### config.mk
export PLATFORM = sky130hd
export DESIGN_NAME = sys44_seq
export DESIGN_NICKNAME = d
export VERILOG_FILES = /design/src/rtl/sys44_seq.sv
export SDC_FILE = /design/constraint.sdc
export NUM_CORES = 1
export LEC_CHECK = 0
export BUFFER_PORTS_ARGS = -buffer_cell sky130_fd_sc_hd__buf_2
export CAP_MARGIN = 5
export CORE_MARGIN = 2
export CORE_UTILIZATION = 54
export DETAILED_ROUTE_END_ITERATION = 7
export PLACE_DENSITY = 0.79
export SLEW_MARGIN = 10
export SYNTH_ARGS = -nofsm -noshare
export SYNTH_HDL_FRONTEND = slang
export SYNTH_SLANG_ARGS = --single-unit
### constraint.sdc
create_clock -name clk -period 4.5 [get_ports clk]
set_clock_uncertainty 0.1 [all_clocks]
set_input_delay 0.9 -clock clk [delete_from_list [all_inputs] [get_ports clk]]
set_output_delay 0.9 -clock clk [all_outputs]
set_load 0.05 [all_outputs]
### src/rtl/sys44_seq.sv
// sys44_seq -- control sequencer for the 4x4 systolic-array top level.
//
// Runs one matrix tile per start pulse:
//   FEED  : read FEED_LEN operand words from the input SRAM (in_base + k)
//   DRAIN : DRAIN_LEN idle cycles while the array finishes
//   STORE : STORE_LEN accumulator rows written to the output SRAM (out_base + j)
//   DONE  : last output write, one-cycle done pulse
// In IDLE, host accesses are forwarded, one cycle later, to the SRAM ports.
//
// Ports:
//   clk, rst                 clock (rising edge), synchronous active-high reset
//   start, abort             job request (IDLE only) / job cancel
//   in_base, out_base        tile base addresses, latched at start
//   host_cs_in/out, host_wr, host_addr   host SRAM access while idle
//   busy, done, host_rej     status; host_rej flags a dropped host access
//   input_en_ramin, wr_in, adder_in      input-SRAM control
//   input_en_sys, output_en_sys          array operand-valid / accout enable
//   input_en_ramout, wr_out, adder_out   output-SRAM control
//   cycles_last              (SYS44_PERF_CNT_EN only) busy cycles of last job
//
// Optional feature macro: SYS44_PERF_CNT_EN.
module sys44_seq #(
  parameter int ADDR_W    = 11,
  parameter int FEED_LEN  = 10,
  parameter int DRAIN_LEN = 4,
  parameter int STORE_LEN = 4
) (
  input  logic              clk,
  input  logic              rst,
  input  logic              start,
  input  logic              abort,
  input  logic [ADDR_W-1:0] in_base,
  input  logic [ADDR_W-1:0] out_base,
  input  logic              host_cs_in,
  input  logic              host_cs_out,
  input  logic              host_wr,
  input  logic [ADDR_W-1:0] host_addr,
  output logic              busy,
  output logic              done,
  output logic              host_rej,
  output logic              input_en_ramin,
  output logic              wr_in,
  output logic [ADDR_W-1:0] adder_in,
  output logic              input_en_sys,
  output logic              output_en_sys,
  output logic              input_en_ramout,
  output logic              wr_out,
  output logic [ADDR_W-1:0] adder_out
`ifdef SYS44_PERF_CNT_EN
  ,
  output logic [15:0]       cycles_last
`endif
);

  typedef enum logic [2:0] {IDLE, FEED, DRAIN, STORE, DONE} state_t;

  localparam logic [7:0] FEED_LAST  = 8'(FEED_LEN - 1);
  localparam logic [7:0] DRAIN_LAST = 8'(DRAIN_LEN - 1);
  localparam logic [7:0] STORE_LAST = 8'(STORE_LEN - 1);

  state_t            state, state_n;
  logic [7:0]        cnt, cnt_n;
  logic [ADDR_W-1:0] in_base_q, in_base_n, out_base_q;
  logic              launch;
  logic              host_fwd;
  logic              store_wr;
  logic              feed_rd;

  always_comb begin
    state_n   = state;
    cnt_n     = cnt;
    in_base_n = in_base_q;
    launch    = 1'b0;
    case (state)
      IDLE: begin
        if (start && !abort) begin
          launch    = 1'b1;
          state_n   = FEED;
          cnt_n     = '0;
          in_base_n = in_base;
        end
      end
      FEED: begin
        if (cnt == FEED_LAST) begin
          state_n = DRAIN;
          cnt_n   = '0;
        end else begin
          cnt_n = cnt + 8'd1;
        end
      end
      DRAIN: begin
        if (cnt == DRAIN_LAST) begin
          state_n = STORE;
          cnt_n   = '0;
        end else begin
          cnt_n = cnt + 8'd1;
        end
      end
      STORE: begin
        if (cnt == STORE_LAST) begin
          state_n = DONE;
          cnt_n   = '0;
        end else begin
          cnt_n = cnt + 8'd1;
        end
      end
      DONE: begin
        state_n = IDLE;
        cnt_n   = '0;
      end
      default: begin
        state_n = IDLE;
        cnt_n   = '0;
      end
    endcase
    if (abort && state != IDLE) begin
      state_n = IDLE;
      cnt_n   = '0;
    end
  end

  // Host traffic passes only in a quiet IDLE cycle; a start in the same
  // cycle takes priority and the access is dropped.
  assign host_fwd = (state == IDLE) && !launch;
  // Delayed strobes are killed by abort so nothing trails a cancelled job.
  assign feed_rd  = (state == FEED) && !abort;
  assign store_wr = (state == STORE) && !abort;

  // host_rej must flag the very cycle of the dropped access, so it is the
  // one output built from inputs (gated by registered state) rather than a flop.
  assign host_rej = !rst && (host_cs_in || host_cs_out) && ((state != IDLE) || launch);

  // Outputs are registered from the next-state view, so they line up with
  // the state the sequencer is in during that cycle.
  always_ff @(posedge clk) begin
    if (rst) begin
      state           <= IDLE;
      cnt             <= '0;
      in_base_q       <= '0;
      out_base_q      <= '0;
      busy            <= 1'b0;
      done            <= 1'b0;
      input_en_ramin  <= 1'b0;
      wr_in           <= 1'b0;
      adder_in        <= '0;
      input_en_sys    <= 1'b0;
      output_en_sys   <= 1'b0;
      input_en_ramout <= 1'b0;
      wr_out          <= 1'b0;
      adder_out       <= '0;
    end else begin
      state      <= state_n;
      cnt        <= cnt_n;
      in_base_q  <= in_base_n;
      if (launch) out_base_q <= out_base;

      busy           <= (state_n != IDLE);
      done           <= (state_n == DONE);
      input_en_ramin <= (state_n == FEED) || (host_fwd && host_cs_in);
      wr_in          <= host_fwd && host_cs_in && host_wr;
      if (state_n == FEED)
        adder_in <= in_base_n + ADDR_W'(cnt_n);
      else if (host_fwd && host_cs_in)
        adder_in <= host_addr;
      else
        adder_in <= '0;

      input_en_sys  <= feed_rd;
      output_en_sys <= (state_n == STORE);

      input_en_ramout <= store_wr || (host_fwd && host_cs_out);
      wr_out          <= store_wr || (host_fwd && host_cs_out && host_wr);
      if (store_wr)
        adder_out <= out_base_q + ADDR_W'(cnt);
      else if (host_fwd && host_cs_out)
        adder_out <= host_addr;
      else
        adder_out <= '0;
    end
  end

`ifdef SYS44_PERF_CNT_EN
  logic [15:0] perf_cnt, perf_inc;

  assign perf_inc = (perf_cnt == 16'hFFFF) ? perf_cnt : perf_cnt + 16'd1;

  // The DONE cycle itself is busy, so the copied value includes it.
  always_ff @(posedge clk) begin
    if (rst) begin
      perf_cnt    <= '0;
      cycles_last <= '0;
    end else begin
      if (launch)
        perf_cnt <= '0;
      else if (busy)
        perf_cnt <= perf_inc;
      if (state == DONE && !abort)
        cycles_last <= perf_inc;
    end
  end
`endif

endmodule

# Word-level counts from Yosys, hierarchy flattened

Cells that the tools add are included.

Input bits: 40
Logic and storage cells: 67
Output and inout bits: 31
Bits in registers: 63

Reduce and logical (&&, ||, !) cells: 23
Add/subtract/negate cells: 3
Mux-type cells: 19
Equal/unequal tests: 8

Operator list:

| kind                  | number |
|---|---|
| $mux W11              | 6 |
| $mux W8               | 4 |
| $pmux W8 S3           | 1 |
| $add A11 B8 Y11       | 2 |
| $mux W3               | 5 |
| $pmux W3 S4           | 1 |
| $logic_and A1 B1 Y1   | 11 |
| $eq A3 B2 Y1 const B  | 3 |
| $add A8 B1 Y8 const B | 1 |
| $eq A8 B2 Y1 const B  | 1 |
| $eq A8 B4 Y1 const B  | 1 |
| $eq A3 B1 Y1 const B  | 2 |
| $reduce_bool A3 Y1    | 2 |
| $logic_or A1 B1 Y1    | 5 |
| $eq A3 B3 Y1 const B  | 1 |
| $logic_not A1 Y1      | 3 |
| $logic_not A3 Y1      | 1 |
| $mux W1               | 2 |
| $reduce_or A2 Y1      | 1 |

# Longest topological paths before layout

Gate-level depths: netlist of run 1.

Word-level depth: 9
Depth in mapped cells: 18
Mapped depth without buffers: 17

# Worst setup path before layout of run 1

No wires, ideal clock.

Path kind: input to register
Start point: input start
End point: register adder_in[10]
Library setup time: 0.117 ns
Stages: 15
Required time: 4.283 ns
Path slack: 0.856 ns
Data arrival time: 3.427 ns
Cells stage by stage: nor2b_1 -> and2_1 -> clkbuf_1 -> buf_2 -> nand2_1 -> nand2_1 -> ha_1 -> inv_1 -> fa_1 -> nor2b_1 -> o21ai_0 -> o211ai_1 -> o311ai_0 -> xor2_1 -> a32o_1

Elaborated cells between the ends (all ways): 18

RTL lines:

| what                 | line | source |
|---|---|---|
| start, declared      | 30   | `input logic start,` |
| $logic_and A1 B1 Y1  | 76   | `if (start && !abort) begin` |
| $mux W11             | 76   |  |
| $mux W11             | 74   | `case (state)` |
| via in_base_n[0]     | 63   | `logic [ADDR_W-1:0] in_base_q, in_base_n, out_base_q;` |
| $add A11 B8 Y11      | 162  | `adder_in <= in_base_n + ADDR_W'(cnt_n);` |
| $mux W11             | 161  | `if (state_n == FEED)` |
| end signal, assigned | 162  |  |
| end signal, assigned | 164  | `adder_in <= host_addr;` |
| end, declared        | 43   | `output logic [ADDR_W-1:0] adder_in,` |

The timed path passes the listed nets, and every way through them passes these cells.
A chain may end at the register's enable or synchronous reset.

# Worst setup path in the final report of run 1

Start point: register cnt[5]
End point: register adder_in[10]

Cells in the longest elaborated chain, start to end: 6
Elaborated cells between the ends (all ways): 16

Ends and longest elaborated chain:

| what                                                | line        | source |
|---|---|---|
| start, declared                                     | 62          | `logic [7:0] cnt, cnt_n;` |
| start signal, assigned                              | 153         | `cnt <= cnt_n;` |
| $eq A8 B2 Y1 / $eq A8 B4 Y1 (equally long branches) | 92, 100, 84 |  |
| $mux W8, on equally long branches                   | 92, 100, 84 |  |
| $pmux W8 S3 *                                       | 74          |  |
| $mux W8 *                                           | 116         | `if (abort && state != IDLE) begin` |
| via cnt_n[2]                                        | 62          |  |
| $add A11 B8 Y11 *                                   | 162         |  |
| $mux W11 *                                          | 161         |  |

Mark *: on every way through the listed nets, which the timed path passes. The rest lies on a longest branch.

==> results.md, run 1 <==
* Status: completed
* Synth unique cells at 52
* Cell Area, Synth at 3301 um2
* Max_cap viols at 0
* Worst setup EP type: register
* Number of enable flip-flop cells after synthesis at 0
* Core Footprint at 5921 um2
* Ys Warns at 0
* Routed wire per std cell at 15.62 um
* RSZ-0062 raised after global routing: no
* Final period util at 0.8783
* Dominant synthesized flop cell: dfxtp_1
* Chip width at 82.18 um
* Number of post-CTS setup repair buffers at 0
* Drt initial violations at roughly 250
* Hold_buf cts at 0
* Input/output buffers at 70
* Routed Antenna Nets at 0
* Cell with the most instances after synthesis: nand2_1
* Register area share after synthesis at 0.3821
* Clock Tree Root: clkbuf_8
* Die area at between 6000 and 7000 um2
* Hold Violations, Final at 0
* Worst Tran Pin Value at 0.8523 ns
* Data arrival time of the worst path at 4.10 ns
* Post-cts gate resize count at 0
* P per Cell Area at 346.8 nW/um2
* Max Clk Rate at 253.0 MHz
* Final Wtd Congestion at 1.006
* Initial Util at 0.5575
* Clock tree buffer depth at 2
* Via density at roughly 5.7
* Static Leak at 1.836 nW
* Most common library cells after synthesis: nand2_1 (71), dfxtp_1 (63), a21oi_1 (43), nor2_1 (43), ha_1 (18)
* VDD IR max at 0.3034 mV
* Post-synth top area share at 0.3821
* Ant diodes at 0
* Dominant cell type by area after synthesis: dfxtp_1
* HPWL after DPL at between 6 and 7 mm
* Final Critical Period at 3.952 ns
* Grt ovf at 0
* Vert. Die Dim at 82.18 um
* Final net count at 530
* Clock Pin Slew Worst Setup and Hold Paths at 0.06 ns
* Total track usage at 0.2696
* Vias in the first global route at ~2900
* Setup violators final at 0
* Clk sinks at 63
* First-pass GRT wire length at 13.54 mm
* Initial antenna violation count at 0
* Crit Path Category: reg -> reg
* Fin. max-slew vios at 0
* Share of cells above drive strength 1 at 0.2189
* Hold Path Class: reg -> reg
* Multi-input logic area at around 1900 um2
* Fillers at about 510
* Synth area leaders: dfxtp_1 (38%), nand2_1 (8.1%), ha_1 (6.8%), a21oi_1 (6.5%), nor2_1 (4.9%)
* #FFs+latches synth at 63
* Latest clock arrival within the worst-skew pair at between 0.3 and 0.4 ns
* FF/Latch Area at 1261 um2
* Worst path required time at 4.64 ns
* Layout overhead on the synthesized area at 19.18%
* Critical path launch point type: register
* Num CTS Buffers at 9
* Synth Instances at 402
* CTS tree: done
* Synth Net Count at 462
* Hold Slack at 0.3604 ns
* First-pass iteration count of the detailed router at 4
* FP Rows at 28
* Ports at 71
* Setup TNS Final at 0 ns
* Vias at 3143
* CP Max Fanout at 11
* Async SR Flop Fraction at 0
* DR DRC count at 0
* Post-Syn Area per Cell at just over 8 um2
* Max-slew headroom at 0.4171
* Largest net degree at the start of global routing at 45
* H-tree lvl count at 3
* Drt total wl at around 8.6 mm
[state kept, by name, summed over array words and instances (netlist names)]
name             cells
adder_in            11
adder_out           11
in_base_q           11
out_base_q          11
cnt                  8
state                3
busy                 1
done                 1
input_en_ramin       1
input_en_ramout      1
input_en_sys         1
output_en_sys        1
wr_in                1
wr_out               1
[where the power goes]
part | leakage (nW) | switching, mW | total, mW | internal (mW)
Combinational | 1.21 | 0.143 | 0.210 | 0.0675
Clock | 0.112 | 0.221 | 0.562 | 0.341
Sequential | 0.514 | 0.0103 | 0.592 | 0.582
[stage by stage]
stage / utilization / worst slack (ns) / cells / instance area (um2) / power [mW]
floorplan: - / 0.8556 / 402 / 3301 / 0.7492
global route: 0.6644 / 0.2501 / 550 / 3934 / 1.420
CTS: 0.6644 / 0.5567 / 550 / 3934 / 1.370
global placement: 0.6253 / 0.7138 / 534 / 3702 / 0.8087
finish: 0.6644 / 0.5478 / 550 / 3934 / 1.364
detailed placement: 0.6253 / 0.5902 / 534 / 3702 / 0.8123
[metal layers]
| layer | part of all wire | track usage | vias up |
|---|---|---|---|
| met5 | 0 | 0 | - |
| met4 | 0.022 | 0.09000 | 0 |
| met3 | 0.072 | 0.09022 | 17 |
| met2 | 0.47 | 0.4371 | 121 |
| met1 | 0.44 | 0.3354 | 1467 |
| li1 | - | - | 1538 |
[cells in the final DEF, fill, tap and decap left out, types with 2 or more instances in the layout]
cell type	instances
buf_2	70
nand3_1	6
buf_4	5
a22oi_1	7
a2111oi_0	3
a21oi_1	43
o31ai_1	2
nor2b_1	4
clkbuf_8	11
dfxtp_1	63
nand3b_1	4
and2_1	4
mux2i_1	6
o21ai_0	9
clkinvlp_4	2
xor2_1	8
nor3_1	10
or4_4	2
o211ai_1	2
nand2b_1	5
o22ai_1	2
xnor2_1	11
nor3b_1	4
a32o_1	3
fa_1	2
nor4_1	2
nand2_1	71
a21o_1	4
nor2_1	43
a32oi_1	3
a211oi_1	3
inv_1	12
or2_2	3
bufinv_16	2
ha_1	18
and3_1	7
[worst paths after layout]
check | start | to | slack (ns) | cells after the start
max | cnt[5] | adder_in[10] | 0.55 | 13
min | out_base_q[6] | out_base_q[6] | 0.36 | 2
max reg2reg | cnt[5] | adder_in[10] | 0.55 | 13
min reg2reg | out_base_q[6] | out_base_q[6] | 0.36 | 2
[cell families (layout without fill, tap and decap cells)]
family / after synthesis / after routing / share of synthesized area
mux: 6 / 6 / 0.01820
buf+inv: 30 / 103 / 0.03790
simple gates: 170 / 170 / 0.2381
flops: 63 / 63 / 0.3821
xor+xnor: 19 / 19 / 0.05042
fa+ha+maj: 20 / 20 / 0.08037
compound gates: 94 / 94 / 0.1930
[area by class of cell]
type                    instances  area share
flip-flops and latches         63      0.3206
clock buffers                  11     0.03849
repair buffers                 75     0.09860
clock inverters                 5     0.02036
well taps                      75     0.02385
inverters                      12     0.01145
multi-input cells             309      0.4866
[worst max-delay path, stage by stage, from the launching register on]
cell and delay (ns):
dfxtp_1 0.37, or4_4 0.60, o31a_1 0.31, o211ai_2 0.38, o21ai_0 0.13, a21oi_1 0.20
nor2_1 0.08, ha_1 0.35, nor2b_1 0.15, o21ai_0 0.23, o211ai_1 0.20, o311ai_0 0.39
xor2_1 0.12, a32o_1 0.23
(Power assumes the default switching activity.)
==> run 2, diff against run 1 <==
--- a/config.mk
+++ b/config.mk
@@ -9,6 +9,7 @@
 export CAP_MARGIN = 5
 export CORE_MARGIN = 2
 export CORE_UTILIZATION = 54
+export CTS_BUF_LIST = sky130_fd_sc_hd__clkbuf_16
 export DETAILED_ROUTE_END_ITERATION = 7
 export PLACE_DENSITY = 0.79
 export SLEW_MARGIN = 10
==> run 2 against run 1 <==
Effect of this change:
- critical path depth is the same
- non-clock buffer count is the same
- worst hold slack got worse by 0.0015 ns
- core utilization is 1.4 points higher
- sequential share of layout area down 0.65 points
- flip-flop and latch count unchanged
- cell count is the same
- clock power up 29%
- global-route usage up 0.34 points
- clock-buffer cell count down 2
- wire length up 1.7%
==> results.md, run 2 (synthesized netlist as in run 1, its figures left out) <==
* Via density at 5.747 (+0.57%)
* Total track usage at 0.2731 (+0.003436)
* Net Switching at 0.4004 mW (+7.0%)
* Number of post-CTS setup repair buffers at 0 (unchanged)
* Largest net degree at the start of global routing at 45 (unchanged)
* Grt ovf at 0 (unchanged)
* Max Clk Rate at 243.9 MHz (-3.6%)
* Most common cell after layout, fill and taps aside: nand2_1
* Post-cts gate resize count at 0 (unchanged)
* Input/output buffers at 70 (unchanged)
* Share of cells above drive strength 1 at 0.2147 (-0.004211)
* Drt total wl at 8.737 mm (+1.7%)
* Setup violators final at 0 (unchanged)
* Initial antenna violation count at 0 (unchanged)
* Layout overhead on the synthesized area at 21.65%
* Data arrival time of the worst path at 4.22 ns (+0.12 ns)
* Clock network power share at 0.474 (+0.062)
* Design area at 4015 um2 (+2.1%)
* First-pass GRT wire length at 13.81 mm (+2.0%)
* Max_cap viols at 0 (unchanged)
* Clock tree buffer depth at 2 (unchanged)
* Sequential power share at 0.388 (-0.046)
* Hold_sp: out_base_q[6]
* Fin. max-slew vios at 0 (unchanged)
* DR DRC count at 0 (unchanged)
* First-pass iteration count of the detailed router at 5 (+1)
* Hold Path Class: reg -> reg
* Crit. Startpoint: cnt[5]
* Worst Tran Pin Value at 0.8675 ns (+0.01516 ns)
* CP Max Fanout at 11 (unchanged)
* Ports at 71 (unchanged)
* Ant diodes at 0 (unchanged)
* Core Footprint at 5921 um2 (unchanged)
* Worst path required time at 4.62 ns (-0.02 ns)
* P per Cell Area at 381.0 nW/um2 (+9.9%)
* Delay-heaviest family, CP: compound AO/OA/AOI/OAI gates
* Final net count at 530 (unchanged)
* Die area at 6754 um2 (unchanged)
* Hold Violations, Final at 0 (unchanged)
* CTS tree: done
* Static Leak at 1.871 nW (+1.9%)
* Drt initial violations at 238 (-2.9%)
* H-tree lvl count at 3 (unchanged)
* Combinational power share at 0.139 (-0.015)
* Routed wire per std cell at 15.89 um (+1.7%)
* CP max stage cell: or4_4
* FP Rows at 28 (unchanged)
* Worst setup EP type: register
* HPWL after DPL at 6.552 mm (unchanged)
* Clock Tree Root: clkbuf_16
* Vias in the first global route at 2934 (+1.1%)
* Latest clock arrival within the worst-skew pair at 0.33 ns (-0.03 ns)
* VDD IR max at 0.3448 mV (+14%)
* Critical Path Most Common Cell: o21ai_0
* Routed Antenna Nets at 0 (unchanged)
* Internal Power at 1.129 mW (+14%)
* FF-to-FF Start: cnt[5]
* Clk sinks at 63 (unchanged)
* DP Area at 3702 um2 (unchanged)
* Vert. Die Dim at 82.18 um (unchanged)
* Net Sw Frac at 0.2618 (-0.01255)
* Crit Path Category: reg -> reg
* Initial Util at 0.5575 (unchanged)
* Final Critical Period at 4.101 ns (+0.1484 ns)
* Hold_buf cts at 0 (unchanged)
* Final Wtd Congestion at 1.006 (unchanged)
* Final period util at 0.9112 (+0.03298)
* Status: completed
* Vias at 3161 (+0.57%)
* Worst-path cell chain: or4_4 > o31a_1 > o211ai_2 > o21ai_0 > a21oi_1 > nor2_1 > ha_1 > nor2b_1 > o21ai_0 > o211ai_1 > o311ai_0 > xor2_1 > a32o_1
* Setup TNS Final at 0 ns (unchanged)
* Most frequent cells in the layout: nand2_1 (71), buf_2 (70), dfxtp_1 (63)
* Chip width at 82.18 um (unchanged)
* Worst path bufs/invs at 0 (unchanged)
* Worst path max stage delay at 0.60 ns (about the same)
* Critical path launch point type: register
* Max-slew headroom at 0.4067 (-0.01037)
* Clock Pin Slew Worst Setup and Hold Paths at 0.05 ns (about the same)
* RSZ-0062 raised after global routing: no
* Num CTS Buffers at 9 (unchanged)
-- run 2: power groups by stage --
stage	clock [mW]	combinational (mW)	sequential, mW
2_1_floorplan	0	0.100	0.649
3_3_place_gp	0	0.205	0.604
3_5_place_dp	0	0.208	0.605
4_1_cts	0.726	0.210	0.593
5_1_grt	0.753	0.230	0.596
6_report	0.725	0.212	0.593
-- run 2: worst min-delay path, delay by kind of cell, from the launching register on --
family	cells	cell delay, ns
AOI/OAI and AO/OA	1	0.05
DFF	1	0.31
and+or+nand+nor	1	0.05
-- run 2: cell type report --
class	count	area [um2]
Clock buffer	9	225.2
Inverter	12	45.04
Fill cell	493	1906
Timing Repair Buffer	75	387.9
Clock inverter	7	87.58
Tap cell	75	93.84
Sequential cell	63	1261
Multi-Input combinational cell	309	1914
-- run 2: layer usage --
metal,track usage,wire [um],share of wire
met3,0.07500,757,0.087
met1,0.3394,3701,0.42
met2,0.4444,4048,0.46
met4,0.1133,229,0.026
met5,0,0,0
-- run 2: path summary, 6_finish.rpt --
check                        to  slack, ns  cells after the start
setup / recovery   adder_in[10]       0.40                     13
hold / removal    out_base_q[6]       0.36                      2
setup reg to reg   adder_in[10]       0.40                     13
hold reg to reg   out_base_q[6]       0.36                      2
-- run 2: stage by stage --
step | utilization | total power, mW | hold slack, ns | setup WS, ns | std cells
after floorplan | - | 0.7492 | 0.3400 | 0.8556 | 402
after global placement | 0.6253 | 0.8087 | 0.3502 | 0.7138 | 534
after detailed placement | 0.6253 | 0.8123 | 0.3571 | 0.5902 | 534
after CTS | 0.6781 | 1.530 | 0.3640 | 0.4107 | 550
after global routing | 0.6781 | 1.579 | 0.3867 | 0.1622 | 550
final | 0.6781 | 1.530 | 0.3588 | 0.3994 | 550
